$ cat src/rtl/multicycle_controller.sv
// rtl/multicycle_controller.sv - multi-cycle control unit for the accumulator processor
//
// Fetches instruction words over a ready/valid memory port (wait states
// allowed), decodes a 4-bit instruction class and sequences the
// accumulator / register-bank datapath.
//
// Ports:
//   clk, reset            clock, asynchronous active-high reset
//   i_run                 permits a new fetch (sampled in FETCH only)
//   i_mem_rdata/ready     memory read data / request completion
//   i_zero_flag           accumulator == 0 from datapath
//   o_mem_req/we/addr     memory request, write enable, address
//   o_alu_sel             ALU operation
//   o_acc_load/acc_src    accumulator capture and source select
//   o_reg_sel/load/src    bank register index, capture, source select
//   o_bank_to_mem         bank register reg_sel drives memory write data
//   o_pc                  program counter (debug)
//   o_halted              in HALT state
//   o_illegal_op          pulse on undefined class
//   o_instr_done          pulse on final cycle of each instruction
module multicycle_controller #(
    parameter int DATA_W = 8,
    parameter int ADDR_W = 8,
    parameter int REG_W  = 2,
    parameter logic [ADDR_W-1:0] RESET_PC = '0
) (
    input  logic              clk,
    input  logic              reset,
    input  logic              i_run,
    input  logic [DATA_W-1:0] i_mem_rdata,
    input  logic              i_mem_ready,
    input  logic              i_zero_flag,
    output logic              o_mem_req,
    output logic              o_mem_we,
    output logic [ADDR_W-1:0] o_mem_addr,
    output logic [2:0]        o_alu_sel,
    output logic              o_acc_load,
    output logic              o_acc_src,
    output logic [REG_W-1:0]  o_reg_sel,
    output logic              o_reg_load,
    output logic              o_reg_src,
    output logic              o_bank_to_mem,
    output logic [ADDR_W-1:0] o_pc,
    output logic              o_halted,
    output logic              o_illegal_op,
    output logic              o_instr_done
);

    typedef enum logic [2:0] {
        FETCH, DECODE, EXEC, OPND, ADDR, MEMRD, MEMWR, HALT
    } state_t;

    localparam logic [ADDR_W-1:0] PC_ONE = {{(ADDR_W-1){1'b0}}, 1'b1};

    state_t              r_state, w_state_next;
    logic [ADDR_W-1:0]   r_pc, w_pc_next;
    logic [DATA_W-1:0]   r_ir, w_ir_next;
    logic [ADDR_W-1:0]   r_ar, w_ar_next;

    logic [3:0]          w_class;
    logic [ADDR_W-1:0]   w_pc_inc;
    logic [ADDR_W-1:0]   w_addr;
    logic                w_unused_ok;

    assign w_class  = r_ir[DATA_W-1 -: 4];
    assign w_pc_inc = r_pc + PC_ONE;   // wraps silently at 2**ADDR_W
    assign w_addr   = i_mem_rdata[ADDR_W-1:0];
    assign o_pc     = r_pc;
    assign o_reg_sel = r_ir[REG_W-1:0];
    assign w_unused_ok = &{1'b0, r_ir};

    always_ff @(posedge clk or posedge reset) begin
        if (reset) begin
            r_state <= FETCH;
            r_pc    <= RESET_PC;
            r_ir    <= '0;
            r_ar    <= '0;
        end else begin
            r_state <= w_state_next;
            r_pc    <= w_pc_next;
            r_ir    <= w_ir_next;
            r_ar    <= w_ar_next;
        end
    end

    always_comb begin
        w_state_next  = r_state;
        w_pc_next     = r_pc;
        w_ir_next     = r_ir;
        w_ar_next     = r_ar;
        o_mem_req     = 1'b0;
        o_mem_we      = 1'b0;
        o_mem_addr    = r_pc;
        o_alu_sel     = 3'd0;
        o_acc_load    = 1'b0;
        o_acc_src     = 1'b0;
        o_reg_load    = 1'b0;
        o_reg_src     = 1'b0;
        o_bank_to_mem = 1'b0;
        o_halted      = 1'b0;
        o_illegal_op  = 1'b0;
        o_instr_done  = 1'b0;

        case (r_state)
            FETCH: begin
                if (i_run) begin
                    o_mem_req = 1'b1;
                    if (i_mem_ready) begin
                        w_ir_next    = i_mem_rdata;
                        w_pc_next    = w_pc_inc;
                        w_state_next = DECODE;
                    end
                end
            end
            DECODE: begin
                case (w_class)
                    4'h4:                   w_state_next = OPND;
                    4'h5, 4'h6, 4'h7, 4'h8: w_state_next = ADDR;
                    4'hF:                   w_state_next = HALT;
                    default:                w_state_next = EXEC;
                endcase
            end
            EXEC: begin
                o_instr_done = 1'b1;
                w_state_next = FETCH;
                case (w_class)
                    4'h1: begin
                        o_alu_sel  = r_ir[2:0];
                        o_acc_load = 1'b1;
                    end
                    4'h2: o_reg_load = 1'b1;
                    4'h3: begin
                        o_acc_load = 1'b1;
                        o_acc_src  = 1'b1;
                    end
                    4'h9, 4'hA, 4'hB, 4'hC, 4'hD, 4'hE: o_illegal_op = 1'b1;
                    default: ;
                endcase
            end
            OPND: begin
                o_mem_req = 1'b1;
                o_reg_src = 1'b1;
                if (i_mem_ready) begin
                    o_reg_load   = 1'b1;
                    o_instr_done = 1'b1;
                    w_pc_next    = w_pc_inc;
                    w_state_next = FETCH;
                end
            end
            ADDR: begin
                o_mem_req = 1'b1;
                if (i_mem_ready) begin
                    w_pc_next = w_pc_inc;
                    w_ar_next = w_addr;
                    case (w_class)
                        4'h5: w_state_next = MEMRD;
                        4'h6: w_state_next = MEMWR;
                        4'h7: begin
                            w_pc_next    = w_addr;
                            o_instr_done = 1'b1;
                            w_state_next = FETCH;
                        end
                        default: begin
                            // Only JZ reaches here; the taken branch replaces the increment.
                            if (i_zero_flag) w_pc_next = w_addr;
                            o_instr_done = 1'b1;
                            w_state_next = FETCH;
                        end
                    endcase
                end
            end
            MEMRD: begin
                o_mem_req  = 1'b1;
                o_mem_addr = r_ar;
                o_reg_src  = 1'b1;
                if (i_mem_ready) begin
                    o_reg_load   = 1'b1;
                    o_instr_done = 1'b1;
                    w_state_next = FETCH;
                end
            end
            MEMWR: begin
                o_mem_req     = 1'b1;
                o_mem_we      = 1'b1;
                o_bank_to_mem = 1'b1;
                o_mem_addr    = r_ar;
                if (i_mem_ready) begin
                    o_instr_done = 1'b1;
                    w_state_next = FETCH;
                end
            end
            HALT: o_halted = 1'b1;
            default: w_state_next = FETCH;
        endcase

        // Reset kills any in-flight request in the same cycle rather than
        // waiting for the registered state to settle.
        if (reset) begin
            o_mem_req     = 1'b0;
            o_mem_we      = 1'b0;
            o_mem_addr    = RESET_PC;
            o_alu_sel     = 3'd0;
            o_acc_load    = 1'b0;
            o_acc_src     = 1'b0;
            o_reg_load    = 1'b0;
            o_reg_src     = 1'b0;
            o_bank_to_mem = 1'b0;
            o_halted      = 1'b0;
            o_illegal_op  = 1'b0;
            o_instr_done  = 1'b0;
        end
    end

endmodule

$ cat config.mk
export PLATFORM = sky130hd
export DESIGN_NAME = multicycle_controller
export DESIGN_NICKNAME = d
export VERILOG_FILES = /design/src/rtl/multicycle_controller.sv
export SDC_FILE = /design/constraint.sdc
export NUM_CORES = 1
export LEC_CHECK = 0
export CAP_MARGIN = 40
export CORE_ASPECT_RATIO = 0.75
export CORE_MARGIN = 2
export CORE_UTILIZATION = 49
export CTS_CLUSTER_SIZE = 8
export DETAILED_ROUTE_END_ITERATION = 12
export GPL_ROUTABILITY_DRIVEN = 0
export GPL_TIMING_DRIVEN = 0
export PLACE_DENSITY_LB_ADDON = 0.3
export SLEW_MARGIN = 10
export SYNTH_ARGS = -nofsm -noshare
export SYNTH_HDL_FRONTEND = slang
export SYNTH_SLANG_ARGS = --single-unit
$ cat constraint.sdc
create_clock -name clk -period 2.1 [get_ports clk]
set_input_delay 0.525 -clock clk [delete_from_list [all_inputs] [get_ports clk]]
set_output_delay 0.525 -clock clk [all_outputs]
set_load 0.01 [all_outputs]
; ---- Word-level counts from Yosys, hierarchy flattened
; Cells that the tools add are included.
[word_totals]
register_bits = 27
input_bits = 13
elab_cells = 90
[op_classes]
add_sub_neg = 1
n_eq_ne = 26
muxes = 44
n_reduce_logical = 15
[op_table]
columns = cell, n
row1 = two-way mux 8 bit, 6
row2 = "== test 4 bit, second input constant", 8
row3 = case mux 8 bit (3 select lines), 1
row4 = two-way mux 1 bit, 23
row5 = two-way mux 3 bit, 7
row6 = "== test 4 x 3 -> 1 bit, second input constant", 4
row7 = case mux 8 bit (2 select lines), 1
row8 = case mux 3 bit (5 select lines), 1
row9 = "== test 3 bit, second input constant", 4
row10 = case mux 3 bit (3 select lines), 1
row11 = "adder 8 x 1 -> 8 bit, second input constant", 1
row12 = "== test 4 x 2 -> 1 bit, second input constant", 2
row13 = OR reduction 2 bit, 4
row14 = OR reduction 4 bit, 2
row15 = "== test 3 x 2 -> 1 bit, second input constant", 2
row16 = "inequality test 2 bit, second input constant", 3
row17 = case mux 3 bit (2 select lines), 1
row18 = AND reduction 3 bit, 2
row19 = OR reduction 6 bit, 1
row20 = AND reduction 5 bit, 1
row21 = nonzero test 5 bit, 1
row22 = "== test 4 x 1 -> 1 bit, second input constant", 1
row23 = case mux 1 bit (2 select lines), 2
row24 = "== test 3 x 1 -> 1 bit, second input constant", 1
row25 = other kinds (6), 6

; ---- Longest topological paths before layout
; Gate-level depths: netlist of run 1.
[depth]
ltp_word = 6
mapped_depth = 7

; ---- Least setup slack after synthesis of run 1
; Ideal clock, no wire load.
[synth_path]
kind = input port to output port
from = input reset
to = output o_reg_load
arrival_ps = 1619
setup_slack_ps = -44
stages = 3
path_cell_list = inv_1 -> and3_1 -> a32o_1
[synth_via]
elab_chain_cells = 1
[synth_rtl]
columns = item, line
row1 = start: declaration, 28  ; input logic reset,
row2 = two-way mux 1 bit, 198  ; if (reset) begin
row3 = end: declaration, 40  ; output logic o_reg_load,
; No other way between the ends.

; ---- Worst setup path after layout of run 1
[layout_path]
from = register r_state[0]
to = output o_alu_sel[2]
[layout_via]
elab_chain_cells = 3
[layout_rtl]
columns = item, line
row1 = start: declaration, 55  ; state_t r_state, w_state_next;
row2 = start signal: assignment, 79  ; r_state <= w_state_next;
row3 = == test 3 x 2 -> 1 bit, 104  ; case (r_state)
row4 = two-way mux 3 bit, 104
row5 = two-way mux 3 bit, 198
row6 = end: declaration, 36  ; output logic [2:0] o_alu_sel,
; No other way between the ends.

==> metrics.csv, run 1 <==
metric,value,unit
finish.net_count,277,
dr.first_iter.drc_count,195,
setup_viol_count_final,13,
io_buffers,42,
dp.cells,278,
synth-async-reset-ratio,100.0,%
timing.final.crit_period,2.329,ns
die-area,0.004142,mm^2
htree_levels,1,
grt_pass1_vias,1672,
slew-limit-headroom,55.30,%
final_common_cell,dfrtp_1,
p_per_area,1206,mW/mm^2
maxCapViolCount,0,
worstSkewPairLatency,0.27,ns
synth_fp_nets,210,
antenna_found_initial,0,
die_w,73.66,um
gr-total-overflow,0,
final_antenna_net_count,0,
leakage,1.247,nW
yosys_warnings,0,
path_class,register to primary output,
cts_tree,done,
grt_first_pass_wirelength,8.238,mm
fill_cells,217,
startpoint_type,register,
hold-worst-slack,0.3848,ns
required,1.57,ns
slew_violations,0,
cts.sinks,26,
fin_ws,-0.2294,ns
hold_violations,0,
status,"complete, but fails checks",
cts_buffers,3,
io_pins,44,
synth-seq-cells,26,
area_delta_synth_final,45.61,%
worst-endpoint-arrival,1.80,ns
worst-path-max-fanout,3,
antenna_cells,0,
hp-class,primary input to async pin,
grt_util_all_layers,25.14,%
fp.dieH,56.24,um
critPathCaptureType,primary output,
row_count,18,
grt_max_degree,15,
ctsRootBufferMaster,clkbuf_8,
syn_area,0.001783,mm^2
setup_tns,-1.949,ns
dpl.hpwl,3.116,mm
ys_types,45,
worst_r2r_path_depth,7,
fin_crit_sh,110.9,%
core_area,0.003378,mm^2
synth-main-ff-cell,dfrtp_1,
rsz0062_at_grt,true,
most-common-layout-cells,"dfrtp_1, buf_2, buf_4, clkdlybuf4s50_1",
wl,5.104,mm
syn_inst,196,
tightest_slew,0.6669,ns
stdcell_count,302,
peakVddDrop,0.7007,mV
wl_per_cell,16.90,um
synth_enable_flop_cells,0,
drc,0,
fmax,0.4293,GHz
firstDrtPassIters,4,
dr_total_vias,1767,
fin_skew,0.005708,ns
synth.avg_cell_area,9.097,um^2
drive_gt1_share,38.93,%
viasPerCell,5.851,
final_util,76.85,%
holdBufCountCts,0,
seq_area_frac_synth,36.49,%
initial_core_util,52.78,%
clk_pin_slew_worst_paths,0.09,ns
cts_max_path_buffers,2,
violations,negative setup slack,
[layout make-up]
cell class	count	area, um^2	area share (%)
inverters	10	41.29	1.590
multi-input cells	143	1144	44.05
well taps	40	50.05	1.928
flip-flops and latches	26	653.1	25.16
plain buffers	15	135.1	5.205
clock buffers	4	55.05	2.120
repair inverters	1	5.005	0.1928
repair buffers	63	513.0	19.76
[report_power, final]
part           switching, W  leakage, nW  internal (W)
Sequential         0.000239        0.307      0.000736
Clock              0.000159       0.0288      0.000168
Combinational      0.000891        0.912      0.000937
[layer usage]
layer,track usage (%),up-vias,part of all wire (%)
met2,36.10,64,47
li1,-,822,-
met3,5.797,6,7.3
met1,38.86,875,45
met4,3.896,0,0.82
met5,0,-,0
[path summary, 6_finish.rpt]
| check | endpoint | from | slack, ns |
|---|---|---|---|
| max | o_alu_sel[2] | r_state[0]$_DFFE_PP0P_ | -0.23 |
| min | o_pc[4]$_DFFE_PP0P_ | reset | 0.38 |
| max reg2reg | r_state[2]$_DFFE_PP0P_ | r_state[0]$_DFFE_PP0P_ | 0.15 |
| min in group clk | r_ir[2]$_DFFE_PP0P_ | r_ir[2]$_DFFE_PP0P_ | 0.51 |
| min reg2reg | r_ir[2]$_DFFE_PP0P_ | r_ir[2]$_DFFE_PP0P_ | 0.51 |
| max in group asynchronous | o_pc[0]$_DFFE_PP0P_ | reset | 1.37 |
[synth_stat cells (all sizes together) (2+ instances only)]
master	instances	area share (%)
dfrtp	26	36
nand2	17	3.6
mux2	15	9.5
mux2i	15	8.4
nor2	15	3.2
buf	12	4.3
o21ai	11	3.3
and3	10	3.5
inv	10	2.1
a22oi	7	2.9
nand2b	6	2.1
clkbuf	5	1.1
a21oi	4	1.8
a31oi	4	1.4
nor2b	4	1.4
nor3b	4	1.7
nand3	3	1.1
nor3	3	0.84
nor4	2	0.70
nor4b	2	0.98
o31a	2	0.98
xor2	2	0.98
[registers in the layout, summed over array words and instances (netlist names)]
| signal | count |
|---|---|
| o_pc | 8 |
| r_ar | 8 |
| r_ir | 7 |
| r_state | 3 |
[through the flow]
stage / instance area (um^2) / setup WS [ns] / total power [W]
after floorplan: 1787 / 0.02373 / 0.001889
after global placement: 2257 / -1.145 / 0.002412
after detailed placement: 2257 / -1.188 / 0.002441
after CTS: 2444 / -0.3174 / 0.002894
after global routing: 2596 / -0.3417 / 0.003331
final: 2596 / -0.2294 / 0.003130
[cell families after synthesis]
family,share of synthesized area (%)
AND/OR/NAND/NOR,20.98
AO/OA/AOI/OAI,14.46
multiplexers,17.89
buffers and inverters,7.439
flip-flops,36.49
XOR/XNOR,1.474
adder cells (fa/ha/maj),1.263
[worst max-delay path, cell delays in order, from the launching register on]
cell and delay (ns):
dfrtp_1 0.41, buf_6 0.13, nor2_4 0.09, nand2_2 0.09
nor4_4 0.23, nand2_2 0.13, buf_6 0.13, nor3b_2 0.17
buf_2 0.15
[what timing repair did]
action | in CTS | in global routing
resized for setup | 112 | 24
setup buffers | 12 | 9
pin swaps | 7 | 12
cloned | 2 | 0
setup endpoints to repair | 21 | 20
Note: power is estimated with default switching activity, not from simulation.
==> run 2, diff against run 1 <==
Settings changed: CORE_MARGIN 2 to unset.
==> run 2 against run 1 <==
The flow still finishes with violations (negative setup slack). Setup slack better by 0.021 ns. Design area is 4.1% higher. Sequential power hardly changed. Core utilization rose by 3.2 points. First-iteration DRC count increased by 35%. Critical path type unchanged. Register-to-register slack got worse by 0.23 ns. Clock-buffer cell count did not move. Power increased by 4.9%. Non-clock buffer count increased by 11. Clock power up 3%.
==> metrics.csv, run 2 (synthesis gave the netlist of run 1 again) <==
metric,value,unit,change
maxCapViolCount,0,,unchanged
fin_skew,0.003123,ns,-0.002584 ns
p_per_area,1215,mW/mm^2,+0.77%
cts_buffers,3,,unchanged
antenna_cells,0,,unchanged
status,"complete, but fails checks",,
design_area,0.002704,mm^2,+4.1%
grt_first_pass_wirelength,8.328,mm,+1.1%
area.sequential,654.4,um^2,+0.19%
startpoint_type,register,,
antenna_found_initial,0,,unchanged
critPathCaptureType,primary output,,
final_util,80.04,%,+3.2 points
worst-endpoint-arrival,1.78,ns,-0.02 ns
dr.first_iter.drc_count,263,,+35%
drive_gt1_share,41.76,%,+2.8 points
viasPerCell,6.144,,+5.0%
fin_crit_sh,109.9,%,-1.0 points
io_pins,44,,unchanged
gr-total-overflow,0,,unchanged
setup_tns,-2.421,ns,-0.4722 ns
wl_per_cell,19.12,um,+13%
most-common-layout-cells,"buf_4, dfrtp_1, buf_2, clkdlybuf4s50_1",,
core_area,0.003378,mm^2,unchanged
required,1.57,ns,about the same
final_antenna_net_count,0,,unchanged
grt_max_degree,15,,unchanged
cts.sinks,26,,unchanged
rsz0062_at_grt,true,,
grt_pass1_vias,1628,,-2.6%
io_buffers,42,,unchanged
row_count,18,,unchanged
htree_levels,1,,unchanged
timing.final.crit_period,2.308,ns,-0.02111 ns
cts_tree,done,,
ctsRootBufferMaster,clkbuf_8,,
final_common_cell,buf_4,,
clk_pin_slew_worst_paths,0.09,ns,about the same
die-area,0.003887,mm^2,-6.2%
fin_ws,-0.2083,ns,+0.02111 ns
worst-path-max-fanout,3,,unchanged
fmax,0.4332,GHz,+0.91%
firstDrtPassIters,5,,+1
setup_viol_count_final,17,,+4
violations,negative setup slack,,
dr_total_vias,1923,,+8.8%
wl,5.984,mm,+17%
dpl_cell_area,0.002257,mm^2,unchanged
area_delta_synth_final,51.65,%,
fp.dieH,54.24,um,-3.6%
multiInputGateArea,0.001139,mm^2,-0.44%
worstSkewPairLatency,0.28,ns,about the same
stdcell_count,313,,+3.6%
hp-class,primary input to async pin,,
dpl.hpwl,3.069,mm,-1.5%
finish.net_count,288,,+4.0%
tightest_slew,0.6587,ns,-0.008121 ns
grt_util_all_layers,28.62,%,+3.5 points
slew_violations,0,,unchanged
path_class,register to primary output,,
leakage,1.299,nW,+4.2%
hold_violations,0,,unchanged
slew-limit-headroom,55.84,%,+0.54 points
die_w,71.66,um,-2.7%
drc,0,,unchanged
fill_cells,194,,-11%
cts_max_path_buffers,2,,unchanged
peakVddDrop,0.9761,mV,+39%
initial_core_util,52.78,%,unchanged
holdBufCountCts,0,,unchanged
dp.cells,278,,unchanged
run 2: where the power goes:
part | leakage (nW) | switching, W | internal (W)
logic | 0.965 | 0.000976 | 0.00100
clock network | 0.0288 | 0.000168 | 0.000168
registers | 0.305 | 0.000235 | 0.000737
total | 1.30 | 0.00138 | 0.00191
run 2: cell type report:
cell class / instances / area share [%]
buffer: 15 / 5.137
timing repair inverter: 1 / 0.1851
inverter: 10 / 1.527
sequential: 26 / 24.20
multi-input combinational: 143 / 42.11
timing repair buffer: 74 / 22.95
clock buffer: 4 / 2.036
tap: 40 / 1.851
run 2: worst max-delay path, cell delays in order (launching register included):
cell and delay [ns]:
dfrtp_1 0.41, buf_6 0.14, buf_6 0.13, xor2_4 0.21, nand2_8 0.09, buf_12 0.13
mux2i_1 0.11, nor2_1 0.11, buf_2 0.16
run 2: layer usage:
| metal | vias up | GRT usage (%) | wire length [um] |
|---|---|---|---|
| met1 | 936 | 39.12 | 2518 |
| met5 | - | 0 | 0 |
| met3 | 16 | 6.077 | 488 |
| met2 | 123 | 46.54 | 2864 |
| li1 | 848 | - | - |
| met4 | 0 | 8.497 | 114 |
run 2: path summary, 6_finish.rpt:
path                                   startpoint                      to  slack (ns)  depth (start not counted)
setup / recovery           r_state[0]$_DFFE_PP0P_           o_mem_addr[5]       -0.21                          8
hold / removal                              reset     r_ar[5]$_DFFE_PP0P_        0.36                          2
setup reg to reg           r_state[0]$_DFFE_PP0P_  r_state[1]$_DFFE_PP0P_       -0.08                         14
hold reg to reg               r_ar[3]$_DFFE_PP0P_     r_ar[3]$_DFFE_PP0P_        0.52                          1
max in group asynchronous                   reset     o_pc[1]$_DFFE_PP0P_        1.40                          2
min in group clk              r_ar[3]$_DFFE_PP0P_     r_ar[3]$_DFFE_PP0P_        0.52                          1
run 2: per-stage QoR:
step	worst slack (ns)	power (W)	hold slack, ns
after floorplan	0.02373	0.001889	0.4209
after global placement	-1.144	0.002410	0.4880
after detailed placement	-1.201	0.002436	0.4856
after CTS	-0.2822	0.002994	0.3756
after global routing	-0.2746	0.003460	0.4159
final	-0.2083	0.003285	0.3611
run 2: repair_timing:
| action | in CTS | in global routing |
|---|---|---|
| pin swaps | 9 | 10 |
| setup buffers | 24 | 9 |
| resized for setup | 117 | 19 |
| gates cloned | 1 | 0 |
| setup endpoints to repair | 21 | 20 |
